`config.mk`:
```
export PLATFORM = sky130hd
export DESIGN_NAME = dmem_arbiter
export DESIGN_NICKNAME = d
export VERILOG_FILES = /design/src/rtl/dmem_arbiter.sv
export SDC_FILE = /design/constraint.sdc
export NUM_CORES = 1
export LEC_CHECK = 0
export CORE_MARGIN = 8
export CORE_UTILIZATION = 36
export CTS_CLUSTER_SIZE = 24
export DETAILED_ROUTE_END_ITERATION = 6
export PLACE_DENSITY = 0.89
export SLEW_MARGIN = 0
export SYNTH_ARGS = -nofsm -noshare
export SYNTH_HDL_FRONTEND = slang
export SYNTH_SLANG_ARGS = --single-unit
```
`constraint.sdc`:
```
create_clock -name clk -period 4.15 [get_ports clk]
set_input_delay 0.83 -clock clk [delete_from_list [all_inputs] [get_ports clk]]
set_output_delay 0.83 -clock clk [all_outputs]
set_load 0.05 [all_outputs]
```
`src/rtl/dmem_arbiter.sv`:
```
// Shared data-memory arbiter: loader-only BOOT phase, then round-robin between core and loader.
// Grants are combinational; read data returns registered one cycle after the grant.
module dmem_arbiter #(
  parameter bit BOOT_EN = 1'b1
) (
  input  logic        clk,
  input  logic        rst,
  input  logic        c_req,
  input  logic        c_we,
  input  logic [31:0] c_addr,
  input  logic [31:0] c_wdata,
  output logic        c_gnt,
  output logic        c_rvalid,
  output logic [31:0] c_rdata,
  input  logic        l_req,
  input  logic        l_we,
  input  logic [31:0] l_addr,
  input  logic [31:0] l_wdata,
  output logic        l_gnt,
  output logic        l_rvalid,
  output logic [31:0] l_rdata,
  input  logic        boot_done,
  output logic        booting,
  output logic        mem_we,
  output logic [31:0] mem_a,
  output logic [31:0] mem_wd,
  input  logic [31:0] mem_rd
);

  typedef enum logic {StBoot, StRun} state_e;

  state_e      state_q, state_d;
  logic        last_gnt_q, last_gnt_d;
  logic        c_rvalid_q, c_rvalid_d;
  logic        l_rvalid_q, l_rvalid_d;
  logic [31:0] c_rdata_q, c_rdata_d;
  logic [31:0] l_rdata_q, l_rdata_d;

  // Arbitration, memory-port mux and next state.
  always_comb begin
    c_gnt   = 1'b0;
    l_gnt   = 1'b0;
    state_d = state_q;
    unique case (state_q)
      StBoot: begin
        l_gnt = l_req;
        if (boot_done) state_d = StRun;
      end
      StRun: begin
        if (c_req && l_req) begin
          // last_gnt_q = 1 means the loader won last time, so the core goes now.
          c_gnt = last_gnt_q;
          l_gnt = ~last_gnt_q;
        end else begin
          c_gnt = c_req;
          l_gnt = l_req;
        end
      end
      default: state_d = state_q;
    endcase

    mem_we = 1'b0;
    mem_a  = 32'h0;
    mem_wd = 32'h0;
    if (c_gnt) begin
      mem_we = c_we;
      mem_a  = c_addr;
      mem_wd = c_wdata;
    end else if (l_gnt) begin
      mem_we = l_we;
      mem_a  = l_addr;
      mem_wd = l_wdata;
    end

    last_gnt_d = last_gnt_q;
    if (c_gnt)      last_gnt_d = 1'b0;
    else if (l_gnt) last_gnt_d = 1'b1;

    c_rvalid_d = c_gnt & ~c_we;
    l_rvalid_d = l_gnt & ~l_we;
    c_rdata_d  = c_rvalid_d ? mem_rd : c_rdata_q;
    l_rdata_d  = l_rvalid_d ? mem_rd : l_rdata_q;
  end

  always_ff @(posedge clk) begin
    if (rst) begin
      state_q    <= BOOT_EN ? StBoot : StRun;
      last_gnt_q <= 1'b1;
      c_rvalid_q <= 1'b0;
      l_rvalid_q <= 1'b0;
      c_rdata_q  <= 32'h0;
      l_rdata_q  <= 32'h0;
    end else begin
      state_q    <= state_d;
      last_gnt_q <= last_gnt_d;
      c_rvalid_q <= c_rvalid_d;
      l_rvalid_q <= l_rvalid_d;
      c_rdata_q  <= c_rdata_d;
      l_rdata_q  <= l_rdata_d;
    end
  end

  assign c_rvalid = c_rvalid_q;
  assign l_rvalid = l_rvalid_q;
  assign c_rdata  = c_rdata_q;
  assign l_rdata  = l_rdata_q;
  assign booting  = (state_q == StBoot);

endmodule

```
## Word-level counts from Yosys, hierarchy flattened

Index checks and enable logic that the tools add are counted.

- Mux-type cells: 14
- Bitwise gates (word level): 6
- Reductions and logical operators: 2

Operator list:

| kind | number |
|---|---|
| two-way mux 32 bit | 4 |
| two-way mux 1 bit | 9 |
| inverter 1 bit | 4 |
| bitwise AND 1 bit | 2 |
| case mux 1 bit (2 select lines) | 1 |
| nonzero test 2 bit | 1 |
| logical AND 1 bit | 1 |

- Flip-flop bits (word level): 68
- Input bits: 167
- Output and inout port bits: 134
- Word-level logic and storage cells: 28

## Logic depth before layout (Yosys ltp)

- Depth in word-level cells: 5
- Depth in mapped cells: 7
- Depth with buffers taken out: 4

## Worst setup path before layout

Ideal clock, no wire load.

- Kind: input to output
- Start: in l_req
- End: out mem_a[22]
- Arrival: 2.711 ns
- Required time: 3.320 ns
- Path slack: 0.609 ns
- Stages on the path: 7
- Path buffers: 3
- Cell sequence: buf_2 nand2b_1 nand2_1 inv_1 buf_2 buf_2 o21ai_0

- Elaborated cells between the ends (all ways): 7
- Those cells by class: mux (6); reduce/logical (1)

RTL lines:

| element | line | RTL |
|---|---|---|
| from (decl) | 15 | `input logic l_req,` |
| logical AND 1 bit | 50 | `if (c_req && l_req) begin` |
| two-way mux 1 bit | 50 |  |
| two-way mux 1 bit | 44 | `unique case (state_q)` |
| via c_gnt | 12 | `output logic c_gnt,` |
| two-way mux 32 bit | 65 | `if (c_gnt) begin` |
| to (decl) | 25 | `output logic [31:0] mem_a,` |

The timed path passes the listed nets, and every way through them passes these cells.

## Worst setup path in the final report

- Start: in c_req
- End: out mem_a[30]

- Cells in the longest elaborated chain, start to end: 5
- Elaborated cells between the ends (all ways): 7
- Those cells by class: mux (6); reduce/logical (1)

RTL lines:

| element | line | RTL |
|---|---|---|
| from (decl) | 8 | `input logic c_req,` |
| logical AND 1 bit | 50 |  |
| two-way mux 1 bit | 50 |  |
| case mux 1 bit (2 select lines) | 44 |  |
| two-way mux 32 bit | 69 | `end else if (l_gnt) begin` |
| two-way mux 32 bit * | 65 |  |

Mark *: on every way between the ends. The rest lies on a longest branch, timed or not.

==> flow_metrics.py <==
metrics = {
    "synthesis": {
        "synthAdderAreaFrac_pct": 0,
        "synth_compound_area_share_pct": 8.73,
        "syn_nets": 655,
        "synth-xor-area-share_pct": 0,
        "ys_seq_elements": 68,
        "yosysSeqAreaShare_pct": 35.7,
        "yosysWarningCount": 0,
        "mappedNetlistArea_um2": 3810,
        "yosys.area_share.simple_pct": 32.7,
        "syn_avg_cell_area_um2": 7.81,
        "yosysTopAreaCell": "dfxtp_1",
        "syn_inst": 488,
        "synth_area_leaders": "dfxtp_1 (36%), mux2i_1 (17%), nand2b_1 (16%), nand3_1 (8.5%), o21ai_0 (8.4%)",
        "synth_top_area_share_pct": 35.7,
        "synth_top_family_by_area": "simple AND/OR/NAND/NOR gates",
        "synthMuxAreaShare_pct": 16.8,
        "yosysUniqueCellTypes": 22,
    },
    "layout": {
        "area_growth_pct": 78.9,
        "layout.cells.non_filler": 897,
        "fin_util_pct": 66.1,
        "final_cell_mix": "clkdlybuf4s50_1 (231), nand2b_1 (96), buf_4 (72)",
        "diodes": 0,
        "fin_area_um2": 6820,
        "fin_nets": 925,
        "drive_above_1_share_pct": 12.0,
        "multi_input_area_um2": 2230,
        "fillCellCount": 851,
        "layout_commonest_cell": "clkdlybuf4s50_1",
        "ff_latch_area_um2": 1360,
    },
    "timing": {
        "hold_ws_ns": 0.475,
        "final.setup.tns_ns": 0,
        "setup_viol": 0,
        "max_freq_mhz": 275,
        "relSlewSlack_pct": 19.8,
        "finalHoldViolCount": 0,
        "finClkSkew_ns": 0.0176,
        "slew_violations": 0,
        "worst_slew_pin_slew_ns": 1.20,
        "rsz0062_at_grt": "no",
        "min_period_over_period_pct": 87.7,
        "setup_ws_ns": 0.509,
        "period_minus_slack_ns": 3.64,
    },
    "setup_path": {
        "arrival_ns": 2.81,
        "cp-end-kind": "output pin",
        "worstSetupPathType": "input pin to output pin",
        "r2r.worst_path.cells": 5,
        "worstPathRequired_ns": 3.32,
        "worstPathMaxFanout": 49,
        "crit_path_start_kind": "input pin",
    },
    "worst_hold_path": {
        "holdPathStages": 2,
        "hold_path.class": "flip-flop to flip-flop",
    },
    "clock_tree": {
        "cts-root-buf": "clkbuf_8",
        "cts_resized": 0,
        "cts_buffer_depth": 2,
        "ctsHoldBuffers": 0,
        "htree_levels": 3,
        "insertion_delay_ns": 0.35,
        "cts_inserted_buffers": 9,
        "clk_pin_slew_worst_paths_ns": 0.07,
        "clkSinkCount": 68,
        "postCtsSetupRepairBufs": 0,
        "cts_tree": "done",
    },
    "drt": {
        "wl_per_cell_um": 19.9,
        "routed_via_density": 4.98,
        "drt_iter0_markers": 440,
        "drt_wl_total_um": 17900,
        "ant_nets": 0,
        "vias": 4464,
        "remaining_drc_errors": 0,
        "firstDrtPassIters": 5,
    },
    "placed_design": {
        "port-buffer-count": 300,
        "gp_congestion": 1.02,
        "placed_area_um2": 6670,
        "placedCellCount": 883,
        "dp_hpwl_um": 14000,
        "dp_slack_ns": 0.560,
    },
    "pwr": {
        "total_power_mw": 1.91,
        "leakage_nw": 2.81,
        "power_density_nw_per_um2": 280,
        "peakVddDrop_mv": 0.276,
    },
    "floorplan": {
        "start_util_pct": 36.9,
        "die_y_um": 119,
        "core_um2": 10300,
        "pin_count": 301,
        "die_w_um": 119,
        "rows": 37,
        "die_area_um2": 14100,
    },
    "global_routing": {
        "grt_pass1_wl_um": 26600,
        "first_global_vias": 4537,
        "antenna_found_initial": 0,
        "gr-usage-all-layers_pct": 23.9,
        "grt_max_degree": 101,
        "gr-total-overflow": 0,
    },
    "run_status": {
        "outcome": "finished, final reports clean",
    },
    "flow_run": {
        "cap_violations": 0,
    },
}
## kinds of logic (layout without fill, tap and decap cells)
group	Yosys count	count (layout)
and+or+nand+nor	239	239
DFF	68	68
AOI/OAI and AO/OA	66	66
muxes	64	64
buffers and inverters	51	324
## where the power goes
part / leakage (nW) / internal, mW / switching, mW
combinational: 2.18 / 0.312 / 0.454
clock: 0.0763 / 0.211 / 0.238
sequential: 0.554 / 0.679 / 0.0144
## state kept, by name (all words and copies together), names as in the netlist
register	flops
c_rdata	32
c_rvalid	1
l_rdata	32
l_rvalid	1
last_gnt_q	1
state_q	1
## synthesized netlist by cell type
library cell,number
or3b_1,1
mux2i_1,64
nand2_1,66
nor3b_1,1
buf_1,5
buf_4,1
buf_2,11
and2_1,1
inv_1,3
nand2b_1,97
a21oi_1,1
buf_6,1
and3_1,1
and3_4,1
clkbuf_1,29
nand3_1,65
o21ai_0,64
nor2_1,5
dfxtp_1,68
o21bai_1,1
and2_2,1
buf_12,1
## path summary, 6_finish.rpt
| kind | from | endpoint | slack [ns] |
|---|---|---|---|
| max | c_req | mem_a[30] | 0.51 |
| min | l_rdata[29]$_SDFFE_PP0P_ | l_rdata[29]$_SDFFE_PP0P_ | 0.47 |
| max reg2reg | state_q$_SDFF_PP0_ | c_rdata[3]$_SDFFE_PP0P_ | 2.21 |
| min reg2reg | l_rdata[29]$_SDFFE_PP0P_ | l_rdata[29]$_SDFFE_PP0P_ | 0.47 |
## cell type report
| cell class | count | area share (%) |
|---|---|---|
| inverter | 3 | 0.165 |
| timing repair buffer | 307 | 42.6 |
| sequential | 68 | 20.0 |
| tap | 136 | 2.49 |
| clock inverter | 2 | 0.202 |
| multi-input combinational | 369 | 32.6 |
| clock buffer | 12 | 1.98 |
## routing by layer
metal / vias to the layer above / wire (µm) / track usage [%]
met3: 30 / 1720 / 9.45
met1: 2051 / 6760 / 25.4
met5: - / 0 / 0
met2: 216 / 8870 / 41.4
met4: 0 / 500 / 9.72
li1: 2167 / - / -
## critical path: stages
cell             delay (ns)
clkdlybuf4s50_1        0.48
and2_2                 0.15
nand2_1                0.08
inv_1                  0.36
buf_4                  0.46
o21ai_0                0.20
buf_4                  0.23
No activity file was read; power rests on OpenSTA's default activity.
==> RTL change (same settings) <==
Make the reset (`rst`) asynchronous in one clocked block.
--- a/src/rtl/dmem_arbiter.sv
+++ b/src/rtl/dmem_arbiter.sv
@@ -82,7 +82,7 @@
     l_rdata_d  = l_rvalid_d ? mem_rd : l_rdata_q;
   end
 
-  always_ff @(posedge clk) begin
+  always_ff @(posedge clk or posedge rst) begin
     if (rst) begin
       state_q    <= BOOT_EN ? StBoot : StRun;
       last_gnt_q <= 1'b1;
Behaviour: differs if rst is asserted again (counterexample within 4 cycles, from zero or initial values and one cycle with rst high); with rst held inactive, the same outputs for 10 cycles.
==> RTL change against the unedited design <==
- sequential cell count is the same
- wire length down 1.6%
- global-route usage is essentially flat
- first-iteration DRC count decreased by 59%
- area after synthesis grew 1.0%
- worst setup slack improved by 32 ps
- count of clock-buffer cells in the layout down 2
- cell area rose by 13%
- critical path type unchanged
Power is not compared: it rests on default switching activity, and its combinational part moved more than twofold at a synthesized area within 25%.
==> RTL change: results (changes against the unedited design) <==
- Met3 Use GR: 7.89% (was 9.45%)
- Pin count of the biggest net entering global routing: 68 (was 101)
- GRT met1 Usage: 25.4% (about the same)
- Share of cells above drive strength 1: 21.8% (was 12.0%)
- Syn_nets: 528 (was 655)
- Drt wl/cell: 22.1 um (was 19.9 um)
- Sequential fraction of the synthesis area: 44.2% (was 35.7%)
- First-pass GRT wire length: 26100 um (was 26600 um)
- Crit-path max FO: 64 (was 49)
- Worst Path Arrival: 2780 ps (was 2810 ps)
- Iteration-0 DRC Markers: 179 (was 440)
- Vias in the first global route: 4088 (was 4537)
- Synth Instances: 361 (was 488)
- Top FF cell, synth: dfrtp_1 (was dfxtp_1)
- Synth area leaders: dfrtp_1 (44%), mux2i_1 (17%), mux2_2 (9.1%) (was dfxtp_1 (36%), mux2i_1 (17%), nand2b_1 (16%))
- Vias/cell: 4.67 (was 4.98)
- Post-synth ARST share: 100% (was 0%)
- Nets: 822 (was 925)
- Slowest CP cell: clkdlybuf4s50_1 (unchanged)
- Status: finished, final reports clean (unchanged)
- Clk_skew: 14.3 ps (was 17.6 ps)
- Max Cap Viol: 0 (unchanged)
- GPL Wtd Cong: 0.915 (was 1.02)
- Synth cell count leaders: dfrtp_1 (67), inv_1 (67), nand2_1 (66) (was nand2b_1 (97), dfxtp_1 (68), nand2_1 (66))
- Detailed Place HPWL: 14500 um (was 14000 um)
- Synth cell types: 20 (was 22)
- Max_slew headroom: 30.3% (was 19.8%)
- Global Route Usage Sum: 23.9% (about the same)
- Initial DRT Pass Iterations: 4 (was 5)
- Placed insts: 780 (was 883)
- FILL cells: 686 (was 851)
[RTL change: final cells by class]
cell class	instances	share of cell area [%]
well taps	136	2.22
flip-flops and latches	68	22.2
inverters	68	3.32
clock buffers	10	1.66
multi-input cells	204	22.9
clock inverters	6	1.16
repair buffers	304	46.6
[RTL change: path summary, 6_finish.rpt]
check	cells past startpoint	endpoint	start	slack, ps
min in group asynchronous	2	c_rdata[19]$_DFFE_PP0P_	rst	930
min	1	l_rdata[10]$_DFFE_PP0P_	l_rdata[10]$_DFFE_PP0P_	500
min reg2reg	1	l_rdata[10]$_DFFE_PP0P_	l_rdata[10]$_DFFE_PP0P_	500
max in group asynchronous	3	last_gnt_q$_DFFE_PP1P_	rst	2270
max reg2reg	2	l_rdata[7]$_DFFE_PP0P_	last_gnt_q$_DFFE_PP1P_	2140
max	6	mem_wd[10]	c_req	540
[RTL change: through the flow]
step | worst slack [ps] | utilization [%] | instance area [um2]
floorplan | 814 | - | 3850
global placement | 563 | 72.0 | 7460
detailed placement | 580 | 72.0 | 7460
CTS | 579 | 74.1 | 7680
global route | 466 | 74.1 | 7680
finish | 542 | 74.1 | 7680
[RTL change: report_power, final]
part	internal, mW	switching, mW	leakage [nW]
registers	0.792	0.0739	0.799
clock network	0.340	0.265	0.103
logic	0.722	0.999	2.70
total	1.85	1.34	3.60
[RTL change: logic make-up after synthesis]
logic type	synth area share, %
buffers and inverters	10.4
AOI/OAI and AO/OA	0.390
muxes	37.3
DFF	44.2
and+or+nand+nor	7.76
[RTL change: worst max-delay path: cells and delay by family]
kind | cells | cell delay (ps)
buffers and inverters | 3 | 1060
AND/OR/NAND/NOR | 2 | 380
multiplexers | 1 | 430
[RTL change: metal layers]
layer,part of all wire (%),vias to the layer above
met5,0,-
met4,1.1,0
met3,7.8,16
met2,55,170
met1,36,1801
li1,-,1731
